$ cat src/rtl/imem_load_arbiter.sv
`default_nettype none
// ============================================================================
// Module      : imem_load_arbiter
// Description : Single-port instruction memory arbiter. Shares the memory port
//               between the fetch stage and a boot/patch loader. After reset a
//               BOOT phase (if strapped) holds the core while the loader fills
//               memory; in RUN the loader steals bounded bursts from fetch.
// Revision    : 1.0 - initial release
// ============================================================================
module imem_load_arbiter #(
  parameter int DEPTH     = 256,
  parameter int BURST_MAX = 4,
  localparam int AW       = $clog2(DEPTH)
) (
  input  logic          clk,
  input  logic          rst_n,
  input  logic          boot_en,
  // loader side
  input  logic          ld_valid,
  input  logic [31:0]   ld_addr,
  input  logic [31:0]   ld_data,
  input  logic          ld_last,
  output logic          ld_ready,
  output logic          ld_err,
  // fetch side
  input  logic [31:0]   PCF,
  input  logic          fetch_en,
  output logic [31:0]   instruction,
  output logic          stall_F,
  // core control / status
  output logic          core_hold,
  output logic          boot_done,
  output logic [AW:0]   words_loaded,
  // memory port
  output logic [AW-1:0] mem_addr,
  output logic          mem_we,
  output logic [31:0]   mem_wdata,
  input  logic [31:0]   mem_rdata
);

  // Burst counter must be able to hold BURST_MAX itself.
  localparam int            BCW         = $clog2(BURST_MAX + 1);
  localparam logic [BCW-1:0] BURST_LIMIT = BCW'(BURST_MAX);
  localparam logic [AW:0]   WORDS_FULL  = (AW + 1)'(DEPTH);
  localparam logic [31:0]   NOP_INSTR   = 32'h0000_0013;  // addi x0,x0,0

  typedef enum logic [1:0] {
    ST_INIT = 2'd0,
    ST_BOOT = 2'd1,
    ST_RUN  = 2'd2
  } state_t;

  state_t          r_state;
  logic [BCW-1:0]  r_burst_cnt;

  logic            w_grant_ld;     // loader owns the port this cycle (word consumed)
  logic            w_addr_ok;      // accepted word would be a legal write
  logic            w_in_range;
  logic [AW-1:0]   w_ld_idx;
  logic [AW-1:0]   w_pc_idx;
  logic            w_fetch_served;
  logic            w_pcf_unused;

  // Address decode: word index plus alignment / range qualification.
  assign w_ld_idx     = ld_addr[AW+1:2];
  assign w_pc_idx     = PCF[AW+1:2];
  assign w_in_range   = (ld_addr[31:AW+2] == '0);
  assign w_addr_ok    = (ld_addr[1:0] == 2'b00) && w_in_range;
  // Upper and byte-offset PCF bits are deliberately ignored (address aliasing).
  assign w_pcf_unused = ^{PCF[31:AW+2], PCF[1:0]};

  // Per-state port ownership and handshake generation.
  always_comb begin
    w_grant_ld = 1'b0;
    ld_ready   = 1'b0;
    stall_F    = 1'b1;
    core_hold  = 1'b1;
    case (r_state)
      ST_INIT: begin
        w_grant_ld = 1'b0;
        ld_ready   = 1'b0;
      end
      ST_BOOT: begin
        // The loader is always welcome during BOOT; fetch is frozen.
        ld_ready   = 1'b1;
        w_grant_ld = ld_valid;
      end
      ST_RUN: begin
        // Collisions favour the loader until the burst budget is spent.
        w_grant_ld = ld_valid & (~fetch_en | (r_burst_cnt < BURST_LIMIT));
        ld_ready   = w_grant_ld;
        stall_F    = fetch_en & w_grant_ld;
        core_hold  = 1'b0;
      end
      default: begin
        w_grant_ld = 1'b0;
        ld_ready   = 1'b0;
      end
    endcase
  end

  assign w_fetch_served = (r_state == ST_RUN) && fetch_en && !w_grant_ld;

  // Memory port mux: loader index when granted, otherwise fetch address.
  always_comb begin
    mem_addr  = w_grant_ld ? w_ld_idx : w_pc_idx;
    mem_we    = w_grant_ld & w_addr_ok;
    mem_wdata = mem_we ? ld_data : 32'h0;
  end

  // Decode sees real memory data only when fetch actually owns the port.
  always_comb begin
    instruction = w_fetch_served ? mem_rdata : NOP_INSTR;
  end

  // Phase sequencing: INIT is a single cycle, BOOT ends after the last word.
  always_ff @(posedge clk or negedge rst_n) begin
    if (!rst_n) begin
      r_state   <= ST_INIT;
      boot_done <= 1'b0;
    end else begin
      case (r_state)
        ST_INIT: begin
          if (boot_en) begin
            r_state <= ST_BOOT;
          end else begin
            r_state   <= ST_RUN;
            boot_done <= 1'b1;
          end
        end
        ST_BOOT: begin
          // A bad word flagged as last still terminates BOOT.
          if (w_grant_ld && ld_last) begin
            r_state   <= ST_RUN;
            boot_done <= 1'b1;
          end
        end
        ST_RUN: begin
          r_state <= ST_RUN;
        end
        default: begin
          r_state <= ST_INIT;
        end
      endcase
    end
  end

  // Consecutive loader grants against a waiting fetch; any idle cycle resets it.
  always_ff @(posedge clk or negedge rst_n) begin
    if (!rst_n) begin
      r_burst_cnt <= '0;
    end else if (r_state != ST_RUN || !w_grant_ld) begin
      r_burst_cnt <= '0;
    end else if (fetch_en) begin
      r_burst_cnt <= r_burst_cnt + 1'b1;
    end
  end

  // One-cycle error pulse for a consumed word that could not be written.
  always_ff @(posedge clk or negedge rst_n) begin
    if (!rst_n) begin
      ld_err <= 1'b0;
    end else begin
      ld_err <= w_grant_ld & ~w_addr_ok;
    end
  end

  // Count of successful writes, saturating at the memory depth.
  always_ff @(posedge clk or negedge rst_n) begin
    if (!rst_n) begin
      words_loaded <= '0;
    end else if (mem_we && (words_loaded != WORDS_FULL)) begin
      words_loaded <= words_loaded + 1'b1;
    end
  end

endmodule
`default_nettype wire

$ cat config.mk
export PLATFORM = sky130hd
export DESIGN_NAME = imem_load_arbiter
export DESIGN_NICKNAME = d
export VERILOG_FILES = /design/src/rtl/imem_load_arbiter.sv
export SDC_FILE = /design/constraint.sdc
export NUM_CORES = 1
export LEC_CHECK = 0
export ABC_AREA = 1
export CORE_MARGIN = 3
export CORE_UTILIZATION = 26
export DETAILED_ROUTE_END_ITERATION = 10
export PLACE_DENSITY = 0.84
export RECOVER_POWER = 100
export SYNTH_ARGS = -nofsm -noshare
export SYNTH_HDL_FRONTEND = slang
export SYNTH_SLANG_ARGS = --single-unit
$ cat constraint.sdc
create_clock -name clk -period 2.1 [get_ports clk]
set_clock_uncertainty 0.05 [all_clocks]
set_input_delay 0.42 -clock clk [delete_from_list [all_inputs] [get_ports clk]]
set_output_delay 0.42 -clock clk [all_outputs]
set_load 0.02 [all_outputs]
======== After elaboration in Yosys (flattened, before gate mapping) ========
Index checks and enable logic that the tools add are counted.
operators by class
  $add $sub $neg .......................... 2
  order comparisons ....................... 1
  equal/unequal tests ..................... 6
  mux-type cells .......................... 15
  bitwise gates (word level) .............. 7
  reductions and logical operators ........ 13
operator list
  kind                                                 number
  two-way mux 32 bit                                   2
  logical NOT 22 bit                                   1
  adder 9 x 1 -> 9 bit, second input constant          1
  inequality test 9 bit, second input constant         1
  two-way mux 8 bit                                    1
  two-way mux 3 bit                                    2
  inequality test 2 bit, second input constant         3
  case mux 1 bit (2 select lines)                      3
  case mux 2 bit (3 select lines)                      1
  logical AND 1 bit                                    5
  bitwise AND 1 bit                                    4
  logical NOT 2 bit                                    2
  two-way mux 1 bit                                    4
  two-way mux 2 bit                                    2
  nonzero test 2 bit                                   2
  adder 3 x 1 -> 3 bit, second input constant          1
  < comparator 3 bit, second input constant            1
  AND reduction 3 bit                                  1
  equality test 2 x 1 -> 1 bit, second input constant  1
  equality test 2 bit, second input constant           1
  inverter 1 bit                                       2
  logical NOT 1 bit                                    1
  logical OR 1 bit                                     1
  bitwise OR 1 bit                                     1
storage, ports and cells
  register bits after elaboration ......... 16
  bits of input ports ..................... 134
  output and inout port bits .............. 87
  logic and storage cells ................. 49

======== Longest topological paths before layout ========
Gate-level depths: netlist of run 1.
  depth after elaboration ................. 7
  mapped depth ............................ 9
  mapped depth without buffers ............ 8

======== Worst setup path before layout of run 1 ========
No wires, ideal clock.
  kind .................................... reg-to-output
  from .................................... register r_state[0]
  to ...................................... output mem_wdata[10]
  data arrival time ....................... 1.587 ns
  setup slack ............................. 0.043 ns
  stages on the path, launching flop included .. 7
  path buffers ............................ 1
  path through ............................ dfrtp_1 -> inv_1 -> ha_1 -> nand3_2 -> a21oi_4 -> clkbuf_1 -> and3_1
between the ends
  cells in the longest elaborated chain, start to end .. 4
ends and longest elaborated chain
  what                                                                 RTL line  source
  start, declared                                                      53        state_t r_state;
  start signal, assigned                                               119       r_state <= ST_INIT;
  start signal, assigned                                               125       r_state <= ST_BOOT;
  start signal, assigned                                               127       r_state <= ST_RUN;
  equality test 2 bit or equality test 2 x 1 -> 1 bit (tied branches)  78        case (r_state)
  case mux 1 bit (2 select lines) *                                    78
  bitwise AND 1 bit *                                                  107       mem_we = w_grant_ld & w_addr_ok;
  two-way mux 32 bit *                                                 108       mem_wdata = mem_we ? ld_data : 32'h0;
  end, declared                                                        37        output logic [31:0] mem_wdata,
Mark *: on every way between the ends. The rest lies on a longest branch, timed or not.

======== Final worst setup path of run 1 ========
  from .................................... input ld_addr[30]
  to ...................................... output mem_wdata[26]
between the ends
  cells in the longest elaborated chain, start to end .. 4
ends and longest elaborated chain
  what                RTL line  source
  start, declared     20        input logic [31:0] ld_addr,
  logical NOT 22 bit  67        assign w_in_range = (ld_addr[31:AW+2] == '0);
  logical AND 1 bit   68        assign w_addr_ok = (ld_addr[1:0] == 2'b00) && w_in_range;
  bitwise AND 1 bit   107
  two-way mux 32 bit  108
No other way between the ends.

==> metrics, run 1 <==
Seq/Total Area, Yosys=23.4%; Die Y=87.1 um; #FFs+latches synth=16; DPL Wire Length=6340 um; internal power=821 uW; Critical Path End=mem_wdata[26]; initial antenna violation count=0; Final #Nets=655; Crit path required time=1.63 ns; hold slack=0.418 ns; synth warn=0; root buf cell=clkbuf_8; fmax=429 MHz; die area=0.00759 sq mm; syn nets=426; Antenna diodes=0; DR iter-0 viols=92; Initial Utilization=27.9%; fillers=378; Tightest Pin Transition=0.879 ns; Clock Latency Late Sink=0.25 ns; switching power=348 uW; critical path class=primary input to primary output; clock buffer count from CTS=3; Cell variety after synth=27; minimum clock period=2.33 ns; Max-Cap Viols=0; register-to-register setup slack=0.11 ns; combinational group share of total power=49.5%; post-DR vias/cell=4.77; cell taking the most area after synthesis=dfrtp_1; row count=28; Final Setup Violations=73; total number of vias=2806; RSZ-0062 raised after global routing=true; Placer Congestion=0.817; first-pass GRT wire length=11200 um; routed wire length=9820 um; Synth top area share=23.4%; Post-Syn Area=0.00171 sq mm; Rel. slew slack=41.4%; core area=0.00613 sq mm; failing checks=negative setup slack; clock share of power=23.4%; clock-pin slew of the registers on the worst-case setup and hold paths=0.06 ns; min-delay worst type=flip-flop to flip-flop; setup tns final=-12.24 ns; Max Buffers Root-to-Sink=2; Die W=87.1 um; clock sink total=16; Reg2Reg Capture Point=words_loaded[1]$_DFFE_PN0P_; io pins=221; vias in the first global route=2462; CTS tree=yes; number of routed nets with antenna violations=0; EDFF count, synth=0; GRT Overall Usage=18.5%; # DRC=0; DR pass1 iterations=4; gr ovfl total=0; Async S/R FF share, synth=100%; final setup margin=-0.231 ns; CTS Hold Bufs=0; Critical Path Sink Type=primary output; DP Area=0.00386 sq mm; total power divided by cell area=241 mW/mm^2; sequential share of power=27.1%; sequential cell area=400 sq um; Sw Ratio=29.8%; final hold vios=0; final instance area=0.00484 sq mm; multi-input logic area=0.00150 sq mm; Arr. time, crit path=1.86 ns; Syn Area/Cell=6.00 sq um; crit path launch type=primary input; Primary FF master, synth=dfrtp_1; Port Buf Inserts=196; H-tree depth=1; post-place setup slack=-0.747 ns; most frequent cell after synthesis=nand2_1; Leak=0.00253 uW; Synth-to-Final Area Change=183%; Pins Over Slew Limit=0; share of cells above drive strength 1=40.7%; Tcrit/Tclk final=111%; drt wl/cell=16.7 um; R2R depth=10; worst r2r src=r_state[1]$_DFFE_PN0P_; Setup crit start=ld_addr[30]; largest net degree at the start of global routing=30; status=finished, violations left; Area contributors post-synth=dfrtp_1, nand2_1, nor2_1; post-synthesis cell count=285; crit path max fanout=6; Synth top cells by count=nand2_1, nor2_1, inv_1; Max VDD drop=0.184 mV
[cells by family (layout without fill, tap and decap cells)]
| kind of cell | Yosys count | after routing | share of synthesized area [%] |
|---|---|---|---|
| AND/OR/NAND/NOR | 188 | 189 | 50.0 |
| buffers and inverters | 60 | 287 | 15.1 |
| flip-flops | 16 | 16 | 23.4 |
| AO/OA/AOI/OAI | 8 | 8 | 3.29 |
| adder cells (fa/ha/maj) | 7 | 7 | 5.12 |
| XOR/XNOR | 5 | 5 | 2.56 |
| multiplexers | 1 | 1 | 0.585 |
[layer usage]
metal / vias to the layer above / wire length (um) / GRT usage, %
met5: - / 0 / 0
met4: 0 / 244 / 5.16
met3: 18 / 890 / 5.87
met2: 159 / 5530 / 36.5
met1: 1285 / 3150 / 18.3
li1: 1344 / - / -
[worst min-delay path by stage]
| stage | from | to | slack, ns | cells past startpoint |
|---|---|---|---|---|
| after floorplan | rst_n | boot_done$_DFFE_PN0P_ | 0.07 | 0 |
| after global placement | boot_done$_DFFE_PN0P_ | boot_done$_DFFE_PN0P_ | 0.40 | 1 |
| after detailed placement | boot_done$_DFFE_PN0P_ | boot_done$_DFFE_PN0P_ | 0.40 | 1 |
| after CTS | boot_done$_DFFE_PN0P_ | boot_done$_DFFE_PN0P_ | 0.42 | 1 |
| after global routing | boot_done$_DFFE_PN0P_ | boot_done$_DFFE_PN0P_ | 0.44 | 1 |
| final | boot_done$_DFFE_PN0P_ | boot_done$_DFFE_PN0P_ | 0.42 | 1 |
[sequential cells by signal, indices dropped and copies added (netlist names)]
register / count
words_loaded: 9
r_burst_cnt: 3
r_state: 2
boot_done: 1
ld_err: 1
[critical path, stage by stage]
cell and delay [ns]:
dlymetal6s2s_1 0.12, nor2_1 0.16, nand2_1 0.10, nor2_1 0.12, nand2_1 0.11, nor2_4 0.29
clkbuf_16 0.22, and3_4 0.19, buf_6 0.12
[final cells by class]
type,count,share of cell area [%]
well taps,75,1.94
inverters,47,3.69
flip-flops and latches,16,8.27
clock buffers,4,1.14
multi-input cells,210,31.0
repair buffers,236,53.9
[what timing repair did]
item                                    in CTS  in global routing
endpoints found under the setup margin      76                 83
setup buffers                                6                  7
pin swaps                                    2                 65
gates cloned                                 1                 12
gates resized for setup                    385                198
[per-stage QoR]
| step | utilization (%) | instances | power [uW] |
|---|---|---|---|
| final | 79.0 | 588 | 1170 |
| after CTS | 63.8 | 569 | 1040 |
| after global routing | 79.0 | 588 | 1230 |
| after floorplan | - | 285 | 460 |
| after global placement | 63.0 | 559 | 767 |
| after detailed placement | 63.0 | 559 | 775 |
[power by group through the flow]
| stage | registers (uW) | logic (uW) | clock network, uW |
|---|---|---|---|
| final | 317 | 578 | 274 |
| after global routing | 317 | 612 | 299 |
| after CTS | 316 | 442 | 283 |
| after detailed placement | 322 | 453 | 0 |
| after global placement | 322 | 445 | 0 |
| after floorplan | 323 | 137 | 0 |
[placed cells by master (no fill, tap or decap), drive strengths merged]
cell type	n
xnor2	2
dfrtp	16
nand3b	1
xor2	3
a21oi	3
and3	32
dlymetal6s2s	24
ha	7
a21o	1
nand3	8
clkbuf	12
nor3	1
or2	3
inv	47
nand2	74
mux2i	1
nor2	57
dlygate4sd3	1
buf	106
nand4	13
dlygate4sd2	4
o21ai	3
o21a	1
clkdlybuf4s50	93
Note: power is estimated with default switching activity, not from simulation.
==> run 2: changes to the inputs <==
PLACE_DENSITY = 0.82   (was 0.84)
SETUP_SLACK_MARGIN = 0.02   (was unset)
==> metrics, run 2 (same netlist as run 1, synthesis figures left out) <==
Placer Congestion=0.847 (+3.7%); fillers=395 (+4.5%); Die Y=87.1 um (unchanged); number of routed nets with antenna violations=0 (unchanged); Final #Nets=668 (+2.0%); crit path max fanout=8 (+2); DPL Wire Length=6480 um (+2.2%); register-to-register setup slack=0.02 ns (-0.09 ns); Max-Cap Viols=0 (unchanged); Top reg by flops=words_loaded; min-delay src=boot_done$_DFFE_PN0P_; share of cells above drive strength 1=44.5% (+3.7 points); Crit path required time=1.63 ns (about the same); total number of vias=2854 (+1.7%); Worst Hold Path EP=boot_done$_DFFE_PN0P_; critical path class=flip-flop to primary output; Final Util=78.6% (-0.39 points); CTS Hold Bufs=0 (unchanged); status=finished, violations left; total power divided by cell area=243 mW/mm^2 (+0.91%); largest net degree at the start of global routing=45 (+50%); CTS tree=yes; Pins Over Slew Limit=0 (unchanged); minimum clock period=2.42 ns (+0.0880 ns); DR pass1 iterations=4 (unchanged); post-DR vias/cell=4.75 (-0.49%); R2R depth=12 (+2); commonest cells after routing, fill and taps aside=clkdlybuf4s50_1, buf_6, nand2_1, inv_1; Setup crit start=r_state[0]$_DFFE_PN0P_; row count=28 (unchanged); RSZ-0062 raised after global routing=true; final setup margin=-0.319 ns (-0.0880 ns); crit path launch type=flip-flop; first-pass GRT wire length=12200 um (+8.8%); io pins=221 (unchanged); H-tree depth=1 (unchanged); fmax=413 MHz (-3.6%); min-delay worst type=flip-flop to flip-flop; Rel. slew slack=41.7% (+0.33 points); drt wl/cell=16.6 um (-0.47%); core area=0.00613 sq mm (unchanged); max reg flops=9 (unchanged); Critical Path Sink Type=primary output; Synth-to-Final Area Change=182%; Clock Latency Late Sink=0.25 ns (about the same); clock-pin slew of the registers on the worst-case setup and hold paths=0.06 ns (about the same); Antenna diodes=0 (unchanged); DR iter-0 viols=93 (+1.1%); sequential cell area=400 sq um (unchanged); failing checks=negative setup slack; Tot Pwr=1170 uW (+0.41%); Final Setup Violations=73 (unchanged); Max VDD drop=0.214 mV (+16%); Port Buf Inserts=196 (unchanged); Reg2Reg Capture Point=words_loaded[6]$_DFFE_PN0P_; worst r2r src=r_state[0]$_DFFE_PN0P_; Top Registers=words_loaded: 9 flops, r_burst_cnt: 3 flops, r_state: 2 flops; GRT Overall Usage=20.0% (+1.5 points); gr ovfl total=0 (unchanged); Tcrit/Tclk final=115% (+4.2 points); routed wire length=9990 um (+1.7%); initial antenna violation count=0 (unchanged); commonest non-fill, non-tap cell in the layout=clkdlybuf4s50_1; Initial Utilization=27.9% (unchanged); Max Buffers Root-to-Sink=2 (unchanged); Tightest Pin Transition=0.874 ns (-0.00502 ns); clock sink total=16 (unchanged); setup tns final=-18.55 ns (-6.32 ns); Arr. time, crit path=1.95 ns (+0.09 ns); Hold Path Depth=1 (unchanged); die area=0.00759 sq mm (unchanged); final instance area=0.00482 sq mm (-0.49%); Leak=0.00242 uW (-4.5%); # DRC=0 (unchanged); Die W=87.1 um (unchanged); multi-input logic area=0.00148 sq mm (-1.7%); clock buffer count from CTS=3 (unchanged); final hold vios=0 (unchanged); root buf cell=clkbuf_8; vias in the first global route=2667 (+8.3%); DP Area=0.00385 sq mm (-0.32%)
## run 2: changes by cell type in the layout (fill, tap and decap cells not counted), sizes merged, moves of 4 or more
cell           previous run  this run
buf                     106       133
clkdlybuf4s15             0        13
clkbuf                   12         8
dlymetal6s2s             24         0
dlygate4sd3               1        12
clkdlybuf4s50            93        82
## run 2: final cells by class
cell class	instances	area share, %
Sequential cell	16	8.31
Timing Repair Buffer	249	54.0
Clock buffer	4	1.14
Inverter	47	3.92
Multi-Input combinational cell	210	30.7
Tap cell	75	1.95
## run 2: power by group
group          leakage, uW  internal [uW]  total [uW]  switching (uW)
registers         0.000215            313         317            3.17
logic              0.00218            345         578             232
clock network    0.0000288            167         279             112
## run 2: critical path: stages, from the launching register on
cell     delay (ns)
dfrtp_1        0.40
inv_2          0.12
ha_4           0.16
nand3_4        0.08
a21oi_4        0.21
buf_12         0.15
buf_8          0.12
buf_12         0.14
and3_4         0.18
buf_6          0.11
## run 2: timing repair
item / CTS / global route
setup buffers: 15 / 13
endpoints found under the setup margin: 76 / 83
resized for setup: 476 / 148
cloned: 4 / 7
pin swaps: 2 / 35
## run 2: worst max-delay path by stage
stage                                 to  cells past startpoint  slack (ns)
after detailed placement   mem_wdata[21]                      6       -0.71
after global routing      instruction[2]                     11       -0.38
after global placement     mem_wdata[21]                      6       -0.71
after CTS                  mem_wdata[21]                      7       -0.31
final                      mem_wdata[15]                      9       -0.32
after floorplan            mem_wdata[10]                      6        0.04
## run 2: stage by stage
step | setup WS [ns] | hold slack, ns | std cells
floorplan | 0.0429 | 0.0744 | 285
global placement | -0.707 | 0.397 | 559
detailed placement | -0.714 | 0.411 | 559
CTS | -0.308 | 0.420 | 582
global route | -0.377 | 0.423 | 601
finish | -0.319 | 0.407 | 601
## run 2: per-layer routing
layer / part of all wire (%) / GRT usage, % / up-vias
met4: 3.7 / 9.90 / 0
met2: 56 / 38.2 / 142
met3: 7.2 / 4.07 / 23
li1: - / - / 1366
met5: 0 / 0 / -
met1: 33 / 20.3 / 1323
==> run 3: changes to the inputs <==
CORE_AREA = 3 3 85 87   (was unset)
CORE_MARGIN = unset   (was 3)
CORE_UTILIZATION = unset   (was 26)
DIE_AREA = 0 0 88 90   (was unset)
DONT_BUFFER_PORTS = 1   (was unset)
PLACE_DENSITY = unset   (was 0.82)
==> metrics, run 3 (same netlist as run 1, synthesis figures left out) <==
status=finished, violations left; failing checks=negative setup slack; initial antenna violation count=0 (unchanged); routed wire length=6860 um (-31%); core area=0.00642 sq mm (+4.8%); Leak=0.00143 uW (-41%); row count=29 (+3.6%); H-tree depth=1 (unchanged); Critical Path Sink Type=primary output; min-delay worst type=primary input to flip-flop; commonest non-fill, non-tap cell in the layout=nand2_1; DP Area=0.00203 sq mm (-47%); share of cells above drive strength 1=44.9% (+0.39 points); number of routed nets with antenna violations=0 (unchanged); Clock Latency Late Sink=0.25 ns (about the same); minimum clock period=2.28 ns (-0.136 ns); gr ovfl total=0 (unchanged); total power divided by cell area=311 mW/mm^2 (+28%); Final Setup Violations=72 (-1.4%); post-place setup slack=-0.0656 ns (+0.648 ns); clock-pin slew of the registers on the worst-case setup and hold paths=0.06 ns (about the same); Rel. slew slack=50.1% (+8.3 points); Die Y=90 um (+3.3%); GRT Overall Usage=13.7% (-6.3 points); first-pass GRT wire length=8800 um (-28%); DR pass1 iterations=4 (unchanged); critical path class=flip-flop to primary output; CTS tree=yes; Crit path required time=1.63 ns (about the same); Antenna diodes=0 (unchanged); setup tns final=-10.20 ns (+8.36 ns); post-DR vias/cell=4.98 (+4.9%); Synth-to-Final Area Change=69.9%; crit path max fanout=6 (-2); Cell Chain, Critical Path=inv_2 -> ha_4 -> nand3_4 -> a21oi_4 -> inv_4 -> nand3_4 -> clkbuf_16 -> nor2_2 -> buf_6; clock sink total=16 (unchanged); die area=0.00792 sq mm (+4.4%); most frequent CP cell=nand3_4; fillers=595 (+51%); max reg flops=9 (unchanged); Die W=88 um (+1.0%); Final #Nets=474 (-29%); hold slack=0.296 ns (-0.111 ns); Max VDD drop=0.239 mV (+12%); Max-Cap Viols=0 (unchanged); final hold vios=0 (unchanged); Placer Congestion=0.817 (-3.5%); total number of vias=2038 (-29%); Tcrit/Tclk final=109% (-6.5 points); Tightest Pin Transition=0.747 ns (-0.127 ns); RSZ-0062 raised after global routing=true; multi-input logic area=0.00150 sq mm (+1.5%); Initial Utilization=26.6% (-1.3 points); root buf cell=clkbuf_8; Pins Over Slew Limit=0 (unchanged); CP peak stage delay=0.39 ns (about the same); io pins=221 (unchanged); vias in the first global route=1801 (-32%); register-to-register setup slack=0.15 ns (+0.13 ns); Arr. time, crit path=1.81 ns (-0.14 ns); Port Buf Inserts=0 (-100%); Max Buffers Root-to-Sink=2 (unchanged); drt wl/cell=16.8 um (+0.93%); Top reg by flops=words_loaded; final setup margin=-0.183 ns (+0.136 ns); crit path launch type=flip-flop; largest net degree at the start of global routing=33 (-27%); sequential cell area=400 sq um (unchanged); DPL Wire Length=4350 um (-33%); commonest cells after routing, fill and taps aside=nand2_1, inv_1, buf_6, and3_4, nor2_1; Slowest cell on crit path=dfrtp_1; DR iter-0 viols=44 (-53%); final instance area=0.00291 sq mm (-40%); # DRC=0 (unchanged); clock buffer count from CTS=3 (unchanged); fmax=438 MHz (+5.9%); Top Registers=words_loaded: 9 flops, r_burst_cnt: 3 flops, r_state: 2 flops
run 3: final timing paths:
path / from / end / cells after the start
hold reg to reg: r_burst_cnt[1]$_DFFE_PN0P_ / r_burst_cnt[1]$_DFFE_PN0P_ / 2
hold / removal: fetch_en / r_burst_cnt[0]$_DFFE_PN0P_ / 2
max in group asynchronous: rst_n / ld_err$_DFF_PN0_ / 1
setup / recovery: r_state[0]$_DFFE_PN0P_ / instruction[13] / 9
min in group asynchronous: rst_n / words_loaded[1]$_DFFE_PN0P_ / 1
setup reg to reg: r_state[0]$_DFFE_PN0P_ / words_loaded[6]$_DFFE_PN0P_ / 10
run 3: what timing repair did:
item | 4_1_cts | 5_1_grt
buffers inserted | 7 | 8
endpoints found under the setup margin | 73 | 82
resized for setup | 127 | 60
hold endpoints to repair | 16 | 0
pin swaps | 4 | 49
cloned | 4 | 4
hold buffers | 1 | 0
run 3: layout make-up:
class / count / share of cell area [%]
Sequential cell: 16 / 13.8
Multi-Input combinational cell: 210 / 51.6
Timing Repair Buffer: 55 / 23.2
Tap cell: 77 / 3.31
Clock buffer: 4 / 1.89
Inverter: 47 / 6.24
run 3: critical path, delay by kind of cell, from the launching register on:
kind	cells	cell delay [ns]
fa+ha+maj	1	0.17
buf+inv	4	0.48
simple gates	3	0.29
compound gates	1	0.22
flops	1	0.39
run 3: per-stage QoR:
stage	cells	utilization, %	power [uW]
2_1_floorplan	285	-	460
5_1_grt	409	45.3	943
3_3_place_gp	385	31.5	506
6_report	409	45.3	903
4_1_cts	401	40.8	860
3_5_place_dp	385	31.5	509
run 3: routing by layer:
layer	global-route usage [%]	part of all wire (%)
met5	0	0
met3	3.75	9.9
met4	2.05	0.86
met2	27.0	54
met1	14.3	35
run 3: report_power, final:
group	switching [uW]	internal (uW)
registers	4.81	313
clock network	105	166
logic	180	134
